$ cat src/rtl/hazard_stall_unit_pkg.sv
// hazard_pkg: shared FSM state, x0 constant and pipeline control encodings for hazard_stall_unit.
package hazard_pkg;
  typedef enum logic {IDLE, STALL} hz_state_t;
  localparam int REG_X0 = 0;
  typedef struct packed {
    logic pc_write;
    logic ifid_write;
    logic idex_bubble;
    logic ifid_flush;
    logic pipe_freeze;
  } hz_ctrl_t;
  localparam hz_ctrl_t CTRL_RUN    = 5'b11000;
  localparam hz_ctrl_t CTRL_STALL  = 5'b00100;
  localparam hz_ctrl_t CTRL_FREEZE = 5'b00001;
  localparam hz_ctrl_t CTRL_FLUSH  = 5'b11110;
  localparam hz_ctrl_t CTRL_RESET  = 5'b00100;
endpackage

$ cat src/rtl/hazard_stall_unit_cmp.sv
// hazard_cmp: load-use comparator, x0 excluded and source use qualified; shared with forwarding.
module hazard_cmp
  import hazard_pkg::*;
#(
  parameter int REG_AW = 5
) (
  input  logic              ex_is_load_i,
  input  logic [REG_AW-1:0] ex_rd_i,
  input  logic [REG_AW-1:0] id_rs1_i,
  input  logic [REG_AW-1:0] id_rs2_i,
  input  logic              id_uses_rs1_i,
  input  logic              id_uses_rs2_i,
  output logic              hit_o
);
  assign hit_o = ex_is_load_i && (ex_rd_i != REG_AW'(REG_X0)) &&
                 ((id_uses_rs1_i && id_rs1_i == ex_rd_i) || (id_uses_rs2_i && id_rs2_i == ex_rd_i));
endmodule

$ cat src/rtl/hazard_stall_unit.sv
// hazard_stall_unit: load-use stall FSM, memory freeze and redirect flush for the 5-stage pipeline.
// Optional perf counters (stall_cnt/flush_cnt) are built only when HAZARD_PERF_EN is defined.
module hazard_stall_unit
  import hazard_pkg::*;
#(
  parameter int REG_AW   = 5,
  parameter int LOAD_LAT = 1,
  parameter int PERF_W   = 32
) (
  input  logic              clk,
  input  logic              reset,
  input  logic              ex_is_load,
  input  logic [REG_AW-1:0] ex_rd,
  input  logic [REG_AW-1:0] id_rs1,
  input  logic [REG_AW-1:0] id_rs2,
  input  logic              id_uses_rs1,
  input  logic              id_uses_rs2,
  input  logic              ex_redirect,
  input  logic              mem_busy,
  output logic              pc_write,
  output logic              ifid_write,
  output logic              idex_bubble,
  output logic              ifid_flush,
  output logic              pipe_freeze
`ifdef HAZARD_PERF_EN
  ,
  output logic [PERF_W-1:0] stall_cnt,
  output logic [PERF_W-1:0] flush_cnt
`endif
);
  localparam int CW = $clog2(LOAD_LAT + 1);
  hz_state_t state_q, state_d;
  logic [CW-1:0] cnt_q, cnt_d;
  logic hit, stall;
  hz_ctrl_t ctrl;
  hazard_cmp #(.REG_AW(REG_AW)) u_cmp (
    .ex_is_load_i (ex_is_load),
    .ex_rd_i      (ex_rd),
    .id_rs1_i     (id_rs1),
    .id_rs2_i     (id_rs2),
    .id_uses_rs1_i(id_uses_rs1),
    .id_uses_rs2_i(id_uses_rs2),
    .hit_o        (hit)
  );
  // In STALL the hit is not re-evaluated: the load is already past EX.
  assign stall = !reset && !mem_busy && !ex_redirect && (state_q == STALL || hit);
  assign ctrl = reset ? CTRL_RESET : mem_busy ? CTRL_FREEZE : ex_redirect ? CTRL_FLUSH :
                stall ? CTRL_STALL : CTRL_RUN;
  assign {pc_write, ifid_write, idex_bubble, ifid_flush, pipe_freeze} = ctrl;
  always_comb begin
    state_d = state_q;
    cnt_d   = cnt_q;
    if (ex_redirect && !mem_busy) begin
      state_d = IDLE;
      cnt_d   = '0;
    end else if (stall && state_q == STALL) begin
      cnt_d   = cnt_q - 1'b1;
      state_d = (cnt_q == CW'(1)) ? IDLE : STALL;
    end else if (stall && LOAD_LAT > 1) begin
      state_d = STALL;
      cnt_d   = CW'(LOAD_LAT - 1);
    end
  end
  always_ff @(posedge clk or posedge reset) begin
    if (reset) begin
      state_q <= IDLE;
      cnt_q   <= '0;
    end else begin
      state_q <= state_d;
      cnt_q   <= cnt_d;
    end
  end
`ifdef HAZARD_PERF_EN
  always_ff @(posedge clk or posedge reset) begin
    if (reset) begin
      stall_cnt <= '0;
      flush_cnt <= '0;
    end else begin
      if (stall) stall_cnt <= stall_cnt + 1'b1;
      if (ctrl.ifid_flush) flush_cnt <= flush_cnt + 1'b1;
    end
  end
`endif
endmodule

$ cat config.mk
export PLATFORM = sky130hd
export DESIGN_NAME = hazard_stall_unit
export DESIGN_NICKNAME = d
export VERILOG_FILES = /design/src/rtl/hazard_stall_unit_pkg.sv /design/src/rtl/hazard_stall_unit_cmp.sv /design/src/rtl/hazard_stall_unit.sv
export SDC_FILE = /design/constraint.sdc
export NUM_CORES = 1
export LEC_CHECK = 0
export BUFFER_PORTS_ARGS = -buffer_cell sky130_fd_sc_hd__buf_2
export CORE_AREA = 2 2 39 41
export CTS_CLUSTER_DIAMETER = 200
export DETAILED_ROUTE_END_ITERATION = 10
export DIE_AREA = 0 0 41 43
export MAX_ROUTING_LAYER = met4
export PLACE_DENSITY = 0.52
export SLEW_MARGIN = 30
export SYNTH_ARGS = -nofsm -noshare
export SYNTH_HDL_FRONTEND = slang
export SYNTH_SLANG_ARGS = --single-unit
$ cat constraint.sdc
create_clock -name clk -period 2.7 [get_ports clk]
set_clock_uncertainty 0.15 [all_clocks]
set_input_delay 0.405 -clock clk [delete_from_list [all_inputs] [get_ports clk]]
set_output_delay 0.405 -clock clk [all_outputs]
set_load 0.05 [all_outputs]
# Word level (Yosys, flattened, before mapping)
# Index checks and enable logic that the tools add are counted.
[op_classes] addsub=1 multipliers=0 div_mod_pow=0 magnitude_cmp=0 n_eq_ne=2 shift=0 mux=9 n_bitwise=0 reduce_logical=16
[op_table] cell="$mux 5" count=4
[op_table] cell="$eq 5x5->1" count=2
[op_table] cell="$logic_and 1x1->1" count=9
[op_table] cell="$mux 1" count=5
[op_table] cell="$reduce_bool 5->1" count=1
[op_table] cell="$logic_not 1->1" count=3
[op_table] cell="$logic_or 1x1->1" count=2
[op_table] cell="$reduce_bool 2->1" count=1
[op_table] cell="$sub 1x1->1 const B" count=1
[word_totals] reg_bits=2 latchBits=0 ramBits=0 mem_bits_ro=0 in_bits=22 elab_cells=30 mem_count=0

# Logic depth before layout (Yosys ltp)
# Gate-level depths: netlist (run 1).
[logic_depth] ltp_word=10 depth_mapped=6

# Modules after synthesis
# From an unflattened synthesis (run 1), not the netlist that was laid out.
[unflattened] cells_unflattened=29 hier_area_um2=220.2
[modules_own_cells] mod="hazard_cmp" n_inst=1 cells_each=17 area_each_um2=133.9
[modules_own_cells] mod="hazard_stall_unit" n_inst=1 cells_each=12 area_each_um2=86.3

# Worst setup path before layout (run 1)
# No wires, ideal clock.
[synth_path] path_kind="input-to-output" start="input mem_busy" end="output pc_write" arrival_time_ns=2.348 required_ns=2.145 path_slack_ns=-0.203 stages=3 path_buffers=1 path_cell_list="nor3b_1 a21o_1 buf_4"
[synth_via] elab_chain_cells=8
[synth_lines] element="from (decl)" line="hazard_stall_unit.sv:19" rtl="input logic mem_busy,"
[synth_lines] element="$logic_not 1->1" line="hazard_stall_unit.sv:46" rtl="assign stall = !reset && !mem_busy && !ex_redirect && (state_q == STALL || hit);"
[synth_lines] element="$logic_and 1x1->1 (3 in a row)" line="hazard_stall_unit.sv:46"
[synth_lines] element="$mux 5" line="hazard_stall_unit.sv:48" rtl="stall ? CTRL_STALL : CTRL_RUN;"
[synth_lines] element="$mux 5" line="hazard_stall_unit.sv:47" rtl="assign ctrl = reset ? CTRL_RESET : mem_busy ? CTRL_FREEZE : ex_redirect ? CTRL_FLUSH :"
[synth_lines] element="$mux 5 * (2 in a row)" line="hazard_stall_unit.sv:47"
[synth_lines] element="to (decl)" line="hazard_stall_unit.sv:20" rtl="output logic pc_write,"
# Every way passes the cells marked *; elsewhere a longest branch is shown, timed or not.

# Final worst setup path (run 1)
[layout_path] start="input ex_rd[1]" end="output ifid_write"
[layout_via] elab_chain_cells=10
[layout_lines] element="from (decl)" line="hazard_stall_unit.sv:13" rtl="input logic [REG_AW-1:0] ex_rd,"
[layout_lines] element="$eq 5x5->1" line="hazard_stall_unit_cmp.sv:16" rtl="((id_uses_rs1_i && id_rs1_i == ex_rd_i) || (id_uses_rs2_i && id_rs2_i == ex_rd_i));"
[layout_lines] element="$logic_and 1x1->1" line="hazard_stall_unit_cmp.sv:16"
[layout_lines] element="$logic_or 1x1->1" line="hazard_stall_unit_cmp.sv:16"
[layout_lines] element="$logic_and 1x1->1 *" line="hazard_stall_unit_cmp.sv:15" rtl="assign hit_o = ex_is_load_i && (ex_rd_i != REG_AW'(REG_X0)) &&"
[layout_lines] element="$logic_or 1x1->1 *" line="hazard_stall_unit.sv:46"
[layout_lines] element="$logic_and 1x1->1 *" line="hazard_stall_unit.sv:46"
[layout_lines] element="$mux 5 *" line="hazard_stall_unit.sv:48"
[layout_lines] element="$mux 5 * (3 in a row)" line="hazard_stall_unit.sv:47"
[layout_lines] element="to (decl)" line="hazard_stall_unit.sv:21" rtl="output logic ifid_write,"
# Marks and branches as above.

==> key figures, run 1 <==
Clock tree
  • Post-CTS Setup Repair Bufs: 0
  • Clock slew at the register clock pins of the worst setup and hold paths: 0 ns
  • Hold Buf Count CTS: 0
  • Worst skew pair latency: 0 ns
  • Post_cts resized: 0

STA
  • Max Slew Vio Count: 0
  • RSZ-0062 raised after global routing: no
  • Setup Viol. Count Final: 0
  • Final hold vios: 0
  • Final Critical Period: 2.18 ns
  • Slew @ Worst Pin: 0.249 ns
  • Max Fclk: 458 MHz
  • WHS: 0.146 ns
  • Final worst-path cycle share: 0.809
  • Fin Setup TNS: 0 ns
  • Rel. slew slack: 0.835

Yosys
  • Synth Flop Type: dfrtp_1
  • Distinct cells, synth: 16
  • Yosys reg bits: 1
  • Cell Area, Synth: 221 µm²
  • Post-synthesis sequential area ratio: 0.113
  • Synth cell count leaders: xnor2_1, nand2_1, nand4_1, nor3_1
  • Mapped Nets: 50
  • Largest cells by area after synthesis: xnor2_1, dfrtp_1, nand4_1, o211ai_2, or4_4
  • Area share of the largest cell type after synthesis: 0.395
  • Post-synth ARST share: 1.00
  • Syn Inst Count: 28
  • Synth warn: 0
  • Yosys top cell by area: xnor2_1
  • Syn avg cell area: 7.91 µm²
  • Post-synth EDFFs: 0
  • Most frequent cell after synthesis: xnor2_1

Global routing
  • Largest net degree at the start of global routing: 6
  • Initial antenna violation count: 0
  • Vias in the first global route: 258
  • GRT overflow: 0
  • First-pass GRT wire length: 883 µm
  • Gr usage total: 0.0667

Finish
  • Max FFs per register: 1
  • Storage cell area: 25.0 µm²
  • Final instance area: 369 µm²
  • Nets: 77
  • Fillers: 163
  • Synthesis-to-finish area growth: 66.7%
  • Largest reg by FF count: state_q
  • Final core utilization: 0.267
  • Top flop regs: state_q: 1 flops
  • ANT cells: 0
  • Area occupied by multi-input gates: 190 µm²
  • Share of cells above drive strength 1: 0.547

Die
  • DIE AREA: 1760 µm²
  • Die Y: 43 µm
  • Starting Density: 0.160
  • Top Ports: 27
  • CORE AREA: 1380 µm²
  • # rows: 14
  • Die width: 41 µm

Placement
  • RD Place Congestion: 0.576
  • I/O Buffers: 26
  • Post-DP Area: 369 µm²
  • HPWL Detailed: 536 µm

Worst setup path
  • Crit Path Max Fanout: 3
  • Worst-case reg-to-reg path depth: 1
  • Required time of the critical path: 2.14 ns
  • RR Startpoint: state_q
  • Worst R2R End: state_q
  • CP arrival: 1.63 ns
  • Reg2reg setup slack: 1.95 ns
  • CP Launch Type: input port
  • Crit path kind: input port to primary output
  • Worst setup EP type: primary output

Run
  • Max_cap viols: 0

Power and ir drop
  • Leakage: 0.179 nW
  • Peak supply drop: 0.0799 mV
  • PD cells: 221 nW/µm²

Route
  • Met1 WL: 213 µm
  • Metal3 WL: 72 µm
  • Remaining routing DRC violations: 0
  • Detail-routed via count per cell: 4.14
  • Routed len/inst: 8.14 µm
  • Post-route ant nets: 0
  • Total iterations of the first detailed-routing run: 4
  • DRT iter0 DRCs: 4
  • Met2 wire length: 276 µm
  • Max Used Layer: met3
  • Aggregate routed wire length: 562 µm
  • Routed vias: 286

Worst hold path
  • Hold crit path type: input port to async pin

Status
  • Status: complete, no violations
how the worst max path moves through the flow:
stage,startpoint,endpoint,depth (start not counted)
2_1_floorplan,mem_busy,pc_write,3
3_3_place_gp,ex_rd[1],ifid_write,5
5_1_grt,ex_rd[1],ifid_write,5
3_5_place_dp,ex_rd[1],ifid_write,5
6_report,ex_rd[1],ifid_write,5
4_1_cts,ex_rd[1],ifid_write,5
metrics by stage:
| step | instances | power, mW | worst slack, ns |
|---|---|---|---|
| 5_1_grt | 69 | 0.0875 | 0.458 |
| 6_report | 69 | 0.0817 | 0.517 |
| 2_1_floorplan | 28 | 0.0563 | 0.322 |
| 3_5_place_dp | 69 | 0.0823 | 0.507 |
| 4_1_cts | 69 | 0.0826 | 0.504 |
| 3_3_place_gp | 69 | 0.0826 | 0.522 |
power by group:
| part | internal [mW] | leakage [nW] | total (mW) | switching [mW] |
|---|---|---|---|---|
| clock | 0 | 0 | 0 | 0 |
| sequential | 0.0153 | 0.0140 | 0.0153 | 0 |
| combinational | 0.0287 | 0.165 | 0.0664 | 0.0378 |
layer usage:
layer	global-route usage	vias to the layer above
met5	-	-
met4	0	0
met3	0	0
met2	0.122	17
met1	0.0828	120
li1	-	149
worst max-delay path: stages:
cell and delay, ns:
buf_2 0.12, or4_4 0.53, o211ai_2 0.18, a21o_1 0.14, buf_2 0.25
logic make-up (layout without fill, tap and decap cells):
logic type / Yosys count / after routing / share of synthesized area
xor+xnor: 10 / 10 / 0.395
simple gates: 10 / 10 / 0.266
buf+inv: 2 / 27 / 0.0508
flops: 1 / 1 / 0.113
compound gates: 5 / 5 / 0.175
final cells by class:
type                            count  share of cell area
Inverter                            1              0.0102
Multi-Input combinational cell     25               0.515
Sequential cell                     1              0.0678
Tap cell                           16              0.0542
Timing Repair Buffer               26               0.353
layout by cell type (no fill, tap or decap), types with 2 or more instances in the layout:
master | Yosys | routed
xnor2_1 | 10 | 10
nand4_1 | 2 | 2
buf_2 | 0 | 26
nor3_1 | 2 | 2
nand2_1 | 2 | 2
Note: power is estimated with default switching activity, not from simulation.
==> run 2, diff against run 1 <==
--- a/config.mk
+++ b/config.mk
@@ -11,7 +11,7 @@
 export DETAILED_ROUTE_END_ITERATION = 10
 export DIE_AREA = 0 0 41 43
 export MAX_ROUTING_LAYER = met4
-export PLACE_DENSITY = 0.52
+export PLACE_DENSITY = 0.53
 export SLEW_MARGIN = 30
 export SYNTH_ARGS = -nofsm -noshare
 export SYNTH_HDL_FRONTEND = slang
==> constraint.sdc (replaced) <==
create_clock -name clk -period 1.9 [get_ports clk]
set_clock_uncertainty 0.15 [all_clocks]
set_input_delay 0.285 -clock clk [delete_from_list [all_inputs] [get_ports clk]]
set_output_delay 0.285 -clock clk [all_outputs]
set_load 0.05 [all_outputs]
==> key figures, run 2 (synthesized netlist as in run 1, its figures left out) <==
Route
  • Metal3 WL: 64 µm (-11%)
  • Routed vias: 288 (+0.70%)
  • DRT iter0 DRCs: 0 (-4)
  • Met1 WL: 245 µm (+15%)
  • Routed len/inst: 8.99 µm (+10%)
  • Met2 wire length: 327 µm (+18%)
  • Remaining routing DRC violations: 0 (unchanged)
  • Detail-routed via count per cell: 4.06 (-2.1%)
  • Post-route ant nets: 0 (unchanged)
  • Total iterations of the first detailed-routing run: 1 (-3)
  • Aggregate routed wire length: 638 µm (+14%)
  • Max Used Layer: met3

STA
  • Max Fclk: 532 MHz
  • WHS: 0.0367 ns (-0.110 ns)
  • Final worst-path cycle share: 0.989
  • Final Critical Period: 1.88 ns
  • Fin worst setup slack: 0.0211 ns (-0.496 ns)
  • Max Slew Vio Count: 0 (unchanged)
  • Final hold vios: 0 (unchanged)
  • RSZ-0062 raised after global routing: yes
  • Rel. slew slack: 0.835 (about the same)
  • Slew @ Worst Pin: 0.249 ns (+0.000563 ns)
  • Setup Viol. Count Final: 0 (unchanged)

Finish
  • Synthesis-to-finish area growth: 112%
  • Largest reg by FF count: state_q
  • Final core utilization: 0.340 (+0.0732)
  • Leading cell types in the layout, fill and taps excluded: buf_2, xnor2_1, buf_8, buf_4
  • ANT cells: 0 (unchanged)
  • Final instance area: 470 µm² (+27%)
  • Max FFs per register: 1 (unchanged)
  • Most common cell after layout, fill and taps aside: buf_2
  • Top flop regs: state_q: 1 flops
  • Fillers: 150 (-8.0%)
  • Share of cells above drive strength 1: 0.655 (+0.107)
  • Nets: 79 (+2.6%)

Placement
  • HPWL Detailed: 549 µm (+2.4%)
  • Post-DP Area: 395 µm² (+7.1%)
  • I/O Buffers: 26 (unchanged)
  • Pre-CTS setup slack: -0.0871 ns (-0.595 ns)
  • RD Place Congestion: 0.582 (+1.0%)

Global routing
  • Largest net degree at the start of global routing: 6 (unchanged)
  • First-pass GRT wire length: 917 µm (+3.9%)
  • Gr usage total: 0.0708 (+0.00410)
  • Initial antenna violation count: 0 (unchanged)
  • Vias in the first global route: 258 (unchanged)
  • GRT overflow: 0 (unchanged)

Worst setup path
  • Reg2reg setup slack: 1.14 ns (-0.81 ns)
  • CP arrival: 1.44 ns (-0.19 ns)
  • RR Startpoint: state_q
  • Worst R2R End: state_q
  • Crit path kind: input port to primary output
  • Setup crit end: ifid_write
  • CP Launch Type: input port
  • Worst-case reg-to-reg path depth: 1 (unchanged)
  • Required time of the critical path: 1.46 ns (-0.68 ns)
  • Worst setup EP type: primary output
  • Start point of the critical path: ex_rd[1]
  • Crit Path Max Fanout: 3 (unchanged)

Clock tree
  • Clock slew at the register clock pins of the worst setup and hold paths: 0 ns (unchanged)
  • Hold Buf Count CTS: 0 (unchanged)
  • Worst skew pair latency: 0 ns (unchanged)

Die
  • CORE AREA: 1380 µm² (unchanged)
  • Die width: 41 µm (unchanged)
  • Top Ports: 27 (unchanged)
  • Starting Density: 0.160 (unchanged)
  • Die Y: 43 µm (unchanged)
  • DIE AREA: 1760 µm² (unchanged)
  • # rows: 14 (unchanged)

Power and ir drop
  • Peak supply drop: 0.124 mV (+55%)
  • PD cells: 306 nW/µm² (+38%)
  • Leakage: 0.221 nW (+24%)

Run
  • Max_cap viols: 0 (unchanged)

Worst hold path
  • Hold crit path type: input port to async pin

Status
  • Status: complete, no violations
[run 2: changes by cell type in the layout (fill, tap and decap cells not counted), moves of 2 or more]
cell,before,now
buf_2,26,21
buf_8,0,3
buf_4,0,3
xnor2_1,10,8
xnor2_2,0,2
[run 2: worst min path at each step]
stage               to  slack, ns  depth (start not counted)
3_3_place_gp   state_q       0.03                          2
5_1_grt        state_q       0.06                          2
2_1_floorplan  state_q      -0.13                          1
4_1_cts        state_q       0.04                          2
6_report       state_q       0.04                          2
3_5_place_dp   state_q       0.04                          2
[run 2: critical path, stage by stage]
cell and delay (ns):
buf_8 0.10, or4_4 0.54, o211ai_4 0.21, a21o_4 0.17, buf_8 0.14
[run 2: where the power goes]
group          switching (mW)  total (mW)  internal, mW
Combinational          0.0616       0.122        0.0607
Clock                       0           0             0
Sequential                  0      0.0217        0.0217
Total                  0.0616       0.144        0.0824
[run 2: final cells by class]
| class | instances | area (µm²) | share of cell area |
|---|---|---|---|
| inverters | 1 | 3.75 | 0.00798 |
| flip-flops and latches | 1 | 25.0 | 0.0532 |
| multi-input cells | 25 | 238 | 0.505 |
| repair buffers | 28 | 184 | 0.391 |
| well taps | 16 | 20.0 | 0.0426 |
[run 2: layer usage]
layer,global-route usage,up-vias
met2,0.134,14
met1,0.0828,122
met5,-,-
li1,-,152
met3,0,0
met4,0,0
[run 2: repair_timing]
action | CTS | global route
buffers inserted | 0 | 0
resized for setup | 9 | 9
gates cloned | 0 | 0
endpoints found under the setup margin | 2 | 3
[run 2: through the flow]
step | setup TNS (ns) | cells | power, mW
after global placement | -0.143 | 71 | 0.123
after global routing | -0.0223 | 71 | 0.152
after detailed placement | -0.174 | 71 | 0.123
after floorplan | -0.0713 | 28 | 0.0823
final | 0 | 71 | 0.144
after CTS | -0.00179 | 71 | 0.133
